===== config.mk =====
export PLATFORM = sky130hd
export DESIGN_NAME = fp_mul_sequencer
export DESIGN_NICKNAME = d
export VERILOG_FILES = /design/src/rtl/fp_mul_sequencer.sv
export SDC_FILE = /design/constraint.sdc
export NUM_CORES = 1
export LEC_CHECK = 0
export CORE_MARGIN = 1
export CORE_UTILIZATION = 64
export CTS_CLUSTER_DIAMETER = 80
export DETAILED_ROUTE_END_ITERATION = 6
export HOLD_SLACK_MARGIN = 0.1
export PLACE_DENSITY_LB_ADDON = 0.08
export SLEW_MARGIN = 0
export SYNTH_ARGS = -nofsm -noshare
export SYNTH_HDL_FRONTEND = slang
export SYNTH_SLANG_ARGS = --single-unit

===== constraint.sdc =====
create_clock -name clk -period 9.99 [get_ports clk]
set_input_delay 1.998 -clock clk [delete_from_list [all_inputs] [get_ports clk]]
set_output_delay 1.998 -clock clk [all_outputs]
set_load 0.02 [all_outputs]

===== src/rtl/fp_mul_sequencer.sv =====
// Sequenced IEEE-754 multiplier: one-cycle special-case resolution, otherwise shift-add
// mantissa multiply, normalize, round-to-nearest-even. Define FP_MUL_RADIX4_EN for 2 bits/cycle.
module fp_mul_sequencer #(
  parameter bit IS_DOUBLE  = 1'b0,
  parameter int EXP_WIDTH  = IS_DOUBLE ? 11 : 8,
  parameter int MANT_WIDTH = IS_DOUBLE ? 52 : 23
) (
  input  logic                              clk,
  input  logic                              rst_n,
  input  logic                              in_valid,
  output logic                              in_ready,
  input  logic [EXP_WIDTH+MANT_WIDTH:0]     op1,
  input  logic [EXP_WIDTH+MANT_WIDTH:0]     op2,
  output logic                              out_valid,
  input  logic                              out_ready,
  output logic [EXP_WIDTH+MANT_WIDTH:0]     result,
  output logic [3:0]                        flags
);
  localparam int W  = EXP_WIDTH + MANT_WIDTH + 1;
  localparam int N  = MANT_WIDTH + 1;
  localparam int PW = 2 * N;
  localparam int XW = EXP_WIDTH + 2;
  localparam int CW = $clog2(MANT_WIDTH + 2);
`ifdef FP_MUL_RADIX4_EN
  localparam int STEP = 2;
`else
  localparam int STEP = 1;
`endif
  localparam logic [CW-1:0]        CNT_LAST = CW'(MANT_WIDTH + 1 - STEP);
  localparam logic signed [XW-1:0] BIAS     = XW'((1 << (EXP_WIDTH - 1)) - 1);
  localparam logic signed [XW-1:0] EMAX     = XW'((1 << EXP_WIDTH) - 1);
  localparam logic signed [XW-1:0] EZERO    = '0;
  localparam logic [W-1:0] QNAN = {1'b0, {EXP_WIDTH{1'b1}}, 1'b1, {(MANT_WIDTH-1){1'b0}}};

  typedef enum logic [1:0] {IDLE, MUL, NORM, DONE} state_t;

  state_t                 state_q, state_d;
  logic [CW-1:0]          cnt_q, cnt_d;
  logic [W-1:0]           op1_q, op1_d, op2_q, op2_d;
  logic signed [XW-1:0]   exp_q, exp_d;
  logic [PW-1:0]          mcand_q, mcand_d, acc_q, acc_d;
  logic [N-1:0]           mplier_q, mplier_d;
  logic [W-1:0]           result_q, result_d;
  logic [3:0]             flags_q, flags_d;

  // Classification works on the registered operands; exponent 0 means zero (denormals flushed).
  logic [EXP_WIDTH-1:0]  e1, e2;
  logic                  nan1, nan2, inf1, inf2, zero1, zero2, sgn, special;
  logic [W-1:0]          spec_res;
  logic [3:0]            spec_flg;

  assign e1    = op1_q[W-2:MANT_WIDTH];
  assign e2    = op2_q[W-2:MANT_WIDTH];
  assign nan1  = (&e1) &  (|op1_q[MANT_WIDTH-1:0]);
  assign nan2  = (&e2) &  (|op2_q[MANT_WIDTH-1:0]);
  assign inf1  = (&e1) & ~(|op1_q[MANT_WIDTH-1:0]);
  assign inf2  = (&e2) & ~(|op2_q[MANT_WIDTH-1:0]);
  assign zero1 = (e1 == '0);
  assign zero2 = (e2 == '0);
  assign sgn   = op1_q[W-1] ^ op2_q[W-1];
  assign special = nan1 | nan2 | inf1 | inf2 | zero1 | zero2;

  always_comb begin
    spec_res = {sgn, {(W-1){1'b0}}};
    spec_flg = 4'b0000;
    if (nan1 | nan2) begin
      spec_res = QNAN;
    end else if ((inf1 & zero2) | (zero1 & inf2)) begin
      spec_res = QNAN;
      spec_flg = 4'b1000;
    end else if (inf1 | inf2) begin
      spec_res = {sgn, {EXP_WIDTH{1'b1}}, {MANT_WIDTH{1'b0}}};
    end
  end

  // Partial product for this iteration.
  logic [PW-1:0] pp;
`ifdef FP_MUL_RADIX4_EN
  assign pp = (mplier_q[0] ? mcand_q : '0) + (mplier_q[1] ? {mcand_q[PW-2:0], 1'b0} : '0);
`else
  assign pp = mplier_q[0] ? mcand_q : '0;
`endif

  // Normalize / round datapath.
  logic                 msb, guard, sticky, rnd, carry, ovf, unf;
  logic [PW-2:0]        prod_n;
  logic [N-1:0]         mant;
  logic [N:0]           mant_r;
  logic [MANT_WIDTH-1:0] frac;
  logic signed [XW-1:0] e_n;
  logic [W-1:0]         norm_res;
  logic [3:0]           norm_flg;

  always_comb begin
    msb    = acc_q[PW-1];
    prod_n = msb ? acc_q[PW-1:1] : acc_q[PW-2:0];
    mant   = prod_n[2*MANT_WIDTH:MANT_WIDTH];
    guard  = prod_n[MANT_WIDTH-1];
    sticky = (|prod_n[MANT_WIDTH-2:0]) | (msb & acc_q[0]);
    rnd    = guard & (sticky | mant[0]);
    mant_r = {1'b0, mant} + {{N{1'b0}}, rnd};
    carry  = mant_r[N];
    frac   = carry ? mant_r[MANT_WIDTH:1] : mant_r[MANT_WIDTH-1:0];
    e_n    = exp_q + XW'(msb) + XW'(carry);
    ovf    = (e_n >= EMAX);
    unf    = (e_n <= EZERO);
    if (ovf) begin
      norm_res = {sgn, {EXP_WIDTH{1'b1}}, {MANT_WIDTH{1'b0}}};
      norm_flg = 4'b0101;
    end else if (unf) begin
      norm_res = {sgn, {(W-1){1'b0}}};
      norm_flg = 4'b0011;
    end else begin
      norm_res = {sgn, e_n[EXP_WIDTH-1:0], frac};
      norm_flg = {3'b000, guard | sticky};
    end
  end

  always_comb begin
    state_d  = state_q;
    cnt_d    = cnt_q;
    op1_d    = op1_q;
    op2_d    = op2_q;
    exp_d    = exp_q;
    mcand_d  = mcand_q;
    mplier_d = mplier_q;
    acc_d    = acc_q;
    result_d = result_q;
    flags_d  = flags_q;
    case (state_q)
      IDLE: if (in_valid) begin
        op1_d    = op1;
        op2_d    = op2;
        exp_d    = XW'(op1[W-2:MANT_WIDTH]) + XW'(op2[W-2:MANT_WIDTH]) - BIAS;
        mcand_d  = {{N{1'b0}}, 1'b1, op1[MANT_WIDTH-1:0]};
        mplier_d = {1'b1, op2[MANT_WIDTH-1:0]};
        acc_d    = '0;
        cnt_d    = '0;
        state_d  = MUL;
      end
      MUL: if (special) begin
        result_d = spec_res;
        flags_d  = spec_flg;
        state_d  = DONE;
      end else begin
        acc_d    = acc_q + pp;
        mcand_d  = mcand_q << STEP;
        mplier_d = mplier_q >> STEP;
        cnt_d    = cnt_q + CW'(STEP);
        if (cnt_q >= CNT_LAST) state_d = NORM;
      end
      NORM: begin
        result_d = norm_res;
        flags_d  = norm_flg;
        state_d  = DONE;
      end
      DONE: if (out_ready) state_d = IDLE;
      default: state_d = IDLE;
    endcase
  end

  always_ff @(posedge clk or negedge rst_n) begin
    if (!rst_n) begin
      state_q  <= IDLE;
      cnt_q    <= '0;
      op1_q    <= '0;
      op2_q    <= '0;
      exp_q    <= '0;
      mcand_q  <= '0;
      mplier_q <= '0;
      acc_q    <= '0;
      result_q <= '0;
      flags_q  <= '0;
    end else begin
      state_q  <= state_d;
      cnt_q    <= cnt_d;
      op1_q    <= op1_d;
      op2_q    <= op2_d;
      exp_q    <= exp_d;
      mcand_q  <= mcand_d;
      mplier_q <= mplier_d;
      acc_q    <= acc_d;
      result_q <= result_d;
      flags_q  <= flags_d;
    end
  end

  assign in_ready  = (state_q == IDLE);
  assign out_valid = (state_q == DONE);
  assign result    = result_q;
  assign flags     = flags_q;
endmodule


* Word level (Yosys, flattened, before mapping)
Cells that the tools add are included.
Word-level totals: register bits after elaboration 237, output and inout bits 38
Cells by class: $add $sub $neg 7, order comparisons 3, equality and inequality tests 8, mux-type cells 33, bitwise logic cells 21, reduce and logical (&&, ||, !) cells 14
Operators by type and width (number):
- $mux W48 | 5
- $pmux W48 S2 | 2
- $mux W32 | 3
- $mux W31 | 3
- $pmux W32 S2 | 1
- $add A48 B48 Y48 | 1
- $mux W24 | 2
- $pmux W24 S2 | 1
- $mux W47 | 1
- $reduce_or A23 Y1 | 2
- $add A24 B1 Y25 | 1
- $mux W23 | 1
- $reduce_or A22 Y1 | 1
- $add A10 B1 Y10 | 2
- $logic_not A8 Y1 | 2
- $reduce_and A8 Y1 | 2
- $mux W4 | 3
- $ge A10 B9 Y1 const B | 1
- $le A10 B1 Y1 const B | 1
- $mux W2 | 5
- $mux W5 | 2
- $or A1 B1 Y1 | 10
- $pmux W5 S2 | 1
- $sub A9 B7 Y10 const B | 1
- other kinds (18) | 32

* Logic depth before layout (Yosys ltp)
depth in word-level cells 11, mapped depth 22, depth with buffers taken out 17

* Worst setup path after synthesis
No wires, ideal clock.
path kind flip-flop to flip-flop, from register acc_q[47], to register result_q[1] (netlist: result[1]), setup time 0.066 ns, data arrival time 4.825 ns, required time 9.924 ns, setup slack 5.099 ns, cell stages (with the launch flop) 22, path through dfrtp_1 > buf_6 > clkbuf_1 > clkbuf_1 > clkbuf_1 > nand2_1 > a21oi_1 > ha_1 > nand2_1 > a2111o_1 > nor4_4 > nand2_1 > xnor2_1 > ha_1 > a31oi_2 > nor2_2 > o211a_1 > o21a_1 > or3_4 > a21oi_2 > buf_6 > a22o_1
Between the ends: word-level cells in the longest chain between the ends 11, elaborated cells on any way between the ends 15, those cells by class 3 x add/sub; 2 x order compare; 5 x mux; 4 x bitwise; 1 x reduce/logical
Ends and longest elaborated chain:
- from (decl) | line 41 | logic [PW-1:0] mcand_q, mcand_d, acc_q, acc_d;
- from (signal assigned) | line 171 | acc_q <= '0;
- from (signal assigned) | line 182 | acc_q <= acc_d;
- $mux W47 | line 96 | prod_n = msb ? acc_q[PW-1:1] : acc_q[PW-2:0];
- $reduce_or A22 Y1 | line 99 | sticky = (|prod_n[MANT_WIDTH-2:0]) | (msb & acc_q[0]);
- $or A1 B1 Y1 | line 99
- $or A1 B1 Y1 | line 100 | rnd = guard & (sticky | mant[0]);
- $and A1 B1 Y1 | line 100
- $add A24 B1 Y25 | line 101 | mant_r = {1'b0, mant} + {{N{1'b0}}, rnd};
- $add A10 B1 Y10 | line 104 | e_n = exp_q + XW'(msb) + XW'(carry);
- $le A10 B1 Y1 | line 106 | unf = (e_n <= EZERO);
- $mux W31 | line 110 | end else if (unf) begin
- $mux W31 * | line 107 | if (ovf) begin
- $pmux W32 S2 * | line 130 | case (state_q)
- to (signal assigned) | line 183 | result_q <= result_d;
- to (decl) | line 43 | logic [W-1:0] result_q, result_d;
Every way passes the cells marked *; elsewhere a longest branch is shown, timed or not. A chain may end at the register's enable or synchronous reset.

* Worst setup path in the final report
from register acc_q[47], to register result_q[7] (netlist: result[7])
Same word-level chain as after synthesis.

==> key figures <==
Synth
  – Yosys reg bits: 237
  – Post-synthesis async set-or-reset flop share: 1.00
  – Most common cell in the netlist: dfrtp_1
  – Post-Syn Area per Cell: between 9 and 10 sq um
  – Synth Flop Type: dfrtp_1
  – Sequential area share after synthesis: 0.421
  – Syn Nets: 1633
  – Yosys cell types: 72
  – Synth area leader: dfrtp_1
  – Post-synth top cells: 237 x dfrtp_1, 229 x nand2_1, 108 x o21ai_0
  – Yosys top cell area share: 0.421
  – Synth Cell Area: about 14000 sq um
  – Yosys warns: 0
  – Number of synthesized flops with an enable pin: 0
  – Synth area leaders: dfrtp_1 42%, ha_1 6.1%, nand2_1 6.1%
  – Synth Instances: 1494

Route
  – Vias: between 10000 and 15000
  – Antenna-violating nets left: 0
  – WL final: approximately 34000 microns
  – Initial DRT Pass Iterations: 5
  – DRC viols: 0
  – Vias/cell: roughly 6.2
  – DRT iter0 DRCs: 703
  – DR WL/cell: 18.6 microns

Timing
  – Slew Limit Headroom: 0.192
  – Period utilisation layout: 0.507
  – RSZ-0062 raised after global routing: false
  – Slew @ Worst Pin: between 1 and 1.5 ns
  – Min Tclk post-route: 5.07 ns
  – Final Hold Fails: 0
  – Worst setup margin: 4.92 ns
  – Final setup fails: 0
  – Setup TNS: 0 ns
  – Clock Skew: ~0.023 ns
  – F_max: between 150 and 200 MHz
  – Final Max Slew Viols: 0

Clock tree
  – # H-tree levels: 1
  – Setup Buffers After CTS: 0
  – Clock Path Buffers: 3
  – Clock Pin Slew Worst Setup and Hold Paths: roughly 0.06 ns
  – CTS Sinks: ~240
  – TritonCTS buffer count: 26
  – Hold buffers post-CTS: 0
  – Cts repair resizes: 0
  – Clk Tree Root Cell: clkbuf_16
  – CTS tree: built
  – Worst skew pair latency: 0.55 ns

Worst setup path
  – Required @ worst endpoint: 10.46 ns
  – FF-to-FF path depth: 15
  – Internal reg-to-reg setup slack: around 4.9 ns
  – Critical path origin: acc_q[47]$_DFFE_PN0P_
  – Worst R2R Start: acc_q[47]$_DFFE_PN0P_
  – Crit start category: flop
  – Crit Path Max Fanout: 50
  – CP max-delay cell: dfrtp_2
  – CP cell instances: mux2_2, ha_1, nand2_1, a2111o_1, nor4_4, nand2_1, xnor2_1, ha_1, a31oi_2, nor2_2, o211a_1, o21a_1, or3_4, a21oi_2, a22o_1
  – CP Data Arrival Time: roughly 5.5 ns
  – Max stage delay on crit path: roughly 0.99 ns
  – Worst Path Class, Setup: flop to flop
  – R2R Path End: result[7]$_DFFE_PN0P_
  – Setup crit end kind: flop
  – Critical Path End: result[7]$_DFFE_PN0P_

Layout
  – Layout area overhead: 15.0%
  – Finished Layout Cells: 1846
  – ANT cells: 0
  – Layout cells sized above 1: 0.0859
  – Fill cell count: between 1000 and 1500
  – Layout Nets: roughly 1700

Placement
  – Dpl ws: 4.99 ns
  – Gpl congestion: around 0.94
  – Port buffer count: ~110
  – DP Cell Count: roughly 1800
  – DP HPWL: ~24000 microns

Floorplan
  – Core area: 21300 sq um
  – FP Rows: 53
  – Die Ht: between 150 and 200 microns
  – Die Width: 150 microns
  – Io pins: around 110
  – Die ar.: approximately 23000 sq um
  – Initial core utilization: 0.661

Power and ir drop
  – Worst IR Drop VDD: 0.000227 V
  – Lkg Pwr: about 7.4 nW
  – Power Density: ~240 nW/um^2

GRT
  – GRT Residual Overflow: 0
  – Vias in the first global route: 11042
  – First-pass GRT wire length: 56500 microns
  – Antenna violations before repair: 0
  – GRT Total Usage: 0.313
  – Largest net degree at the start of global routing: ~100

Flow run
  – # Max-Cap Violations: 0

Status
  – Status: finished, final reports clean

Min path
  – Hold path cells: 2
  – Min-delay worst type: flop to flop
==> state kept, by name (all words and copies together), names as in the netlist <==
register,count
acc_q,48
mcand_q,48
op1_q,32
op2_q,32
result,32
mplier_q,24
exp_q,10
cnt_q,5
flags,4
state_q,2
==> critical path: cells and delay by family, from the launching register on <==
kind	cells	cell delay, ns
AOI/OAI and AO/OA	6	1.82
and+or+nand+nor	5	1.28
muxes	1	0.30
adders and majority gates	2	0.39
DFF	1	0.99
xor gates and xnor gates	1	0.17
==> final cells by class <==
type                       instances  area (sq um)  share of cell area
timing repair buffer             114          1120              0.0694
sequential                       237          5930               0.366
multi-input combinational       1139          7720               0.477
tap                              275           344              0.0213
clock buffer                      34           701              0.0433
inverter                          36           135             0.00835
clock inverter                    11           236              0.0146
==> cells in the final DEF, fill, tap and decap left out, drive strengths merged, types with 34 or more instances in the layout <==
cell           synthesis  routed
mux2                  67      67
nand2                229     229
and2                  52      52
nor2                  58      58
clkbuf                70      34
xnor2                 43      43
nand3                 59      59
a21oi                 61      61
inv                   36      37
xor2                  48      48
dfrtp                237     237
ha                    69      69
and3                  37      37
mux2i                 39      39
clkdlybuf4s50          0     104
o21ai                109     109
==> worst min-delay path by stage <==
| stage | to | slack, ns | from |
|---|---|---|---|
| floorplan | mcand_q[47]$_DFFE_PN0P_ | 0.44 | mcand_q[47]$_DFFE_PN0P_ |
| global placement | mcand_q[47]$_DFFE_PN0P_ | 0.45 | mcand_q[47]$_DFFE_PN0P_ |
| detailed placement | mplier_q[23]$_DFFE_PN0P_ | 0.47 | mplier_q[23]$_DFFE_PN0P_ |
| CTS | result[0]$_DFFE_PN0P_ | 0.49 | result[0]$_DFFE_PN0P_ |
| global route | mplier_q[23]$_DFFE_PN0P_ | 0.51 | mplier_q[23]$_DFFE_PN0P_ |
| finish | result[10]$_DFFE_PN0P_ | 0.48 | result[10]$_DFFE_PN0P_ |
==> logic make-up (layout without fill, tap and decap cells) <==
| group | after synthesis | count (layout) | synth area share |
|---|---|---|---|
| mux | 106 | 106 | 0.0813 |
| simple gates | 537 | 537 | 0.185 |
| buf+inv | 118 | 195 | 0.0329 |
| xor+xnor | 91 | 91 | 0.0566 |
| compound gates | 334 | 334 | 0.159 |
| flops | 237 | 237 | 0.421 |
| fa+ha+maj | 71 | 71 | 0.0642 |
==> per-layer routing <==
| layer | vias to the layer above | GRT usage | wire length, microns |
|---|---|---|---|
| met4 | 0 | 0.0970 | 1030 |
| li1 | 5479 | - | - |
| met1 | 5609 | 0.426 | 15000 |
| met5 | - | 0 | 0 |
| met3 | 68 | 0.0367 | 1770 |
| met2 | 369 | 0.522 | 16600 |
==> stage by stage <==
step	hold WS, ns	utilization	instance area [sq um]	total power, mW
final	0.481	0.761	16200	3.90
after global routing	0.512	0.761	16200	4.10
after CTS	0.488	0.761	16200	3.90
after detailed placement	0.472	0.717	15300	2.84
after global placement	0.454	0.717	15300	2.78
after floorplan	0.439	-	14100	2.42
==> power breakdown <==
group          switching, mW  leakage, nW  total, mW  internal, mW
registers              0.237         3.07       1.50          1.26
clock network          0.405        0.451       1.06         0.651
logic                  0.799         3.86       1.35         0.547
Note: power is estimated with default switching activity, not from simulation.
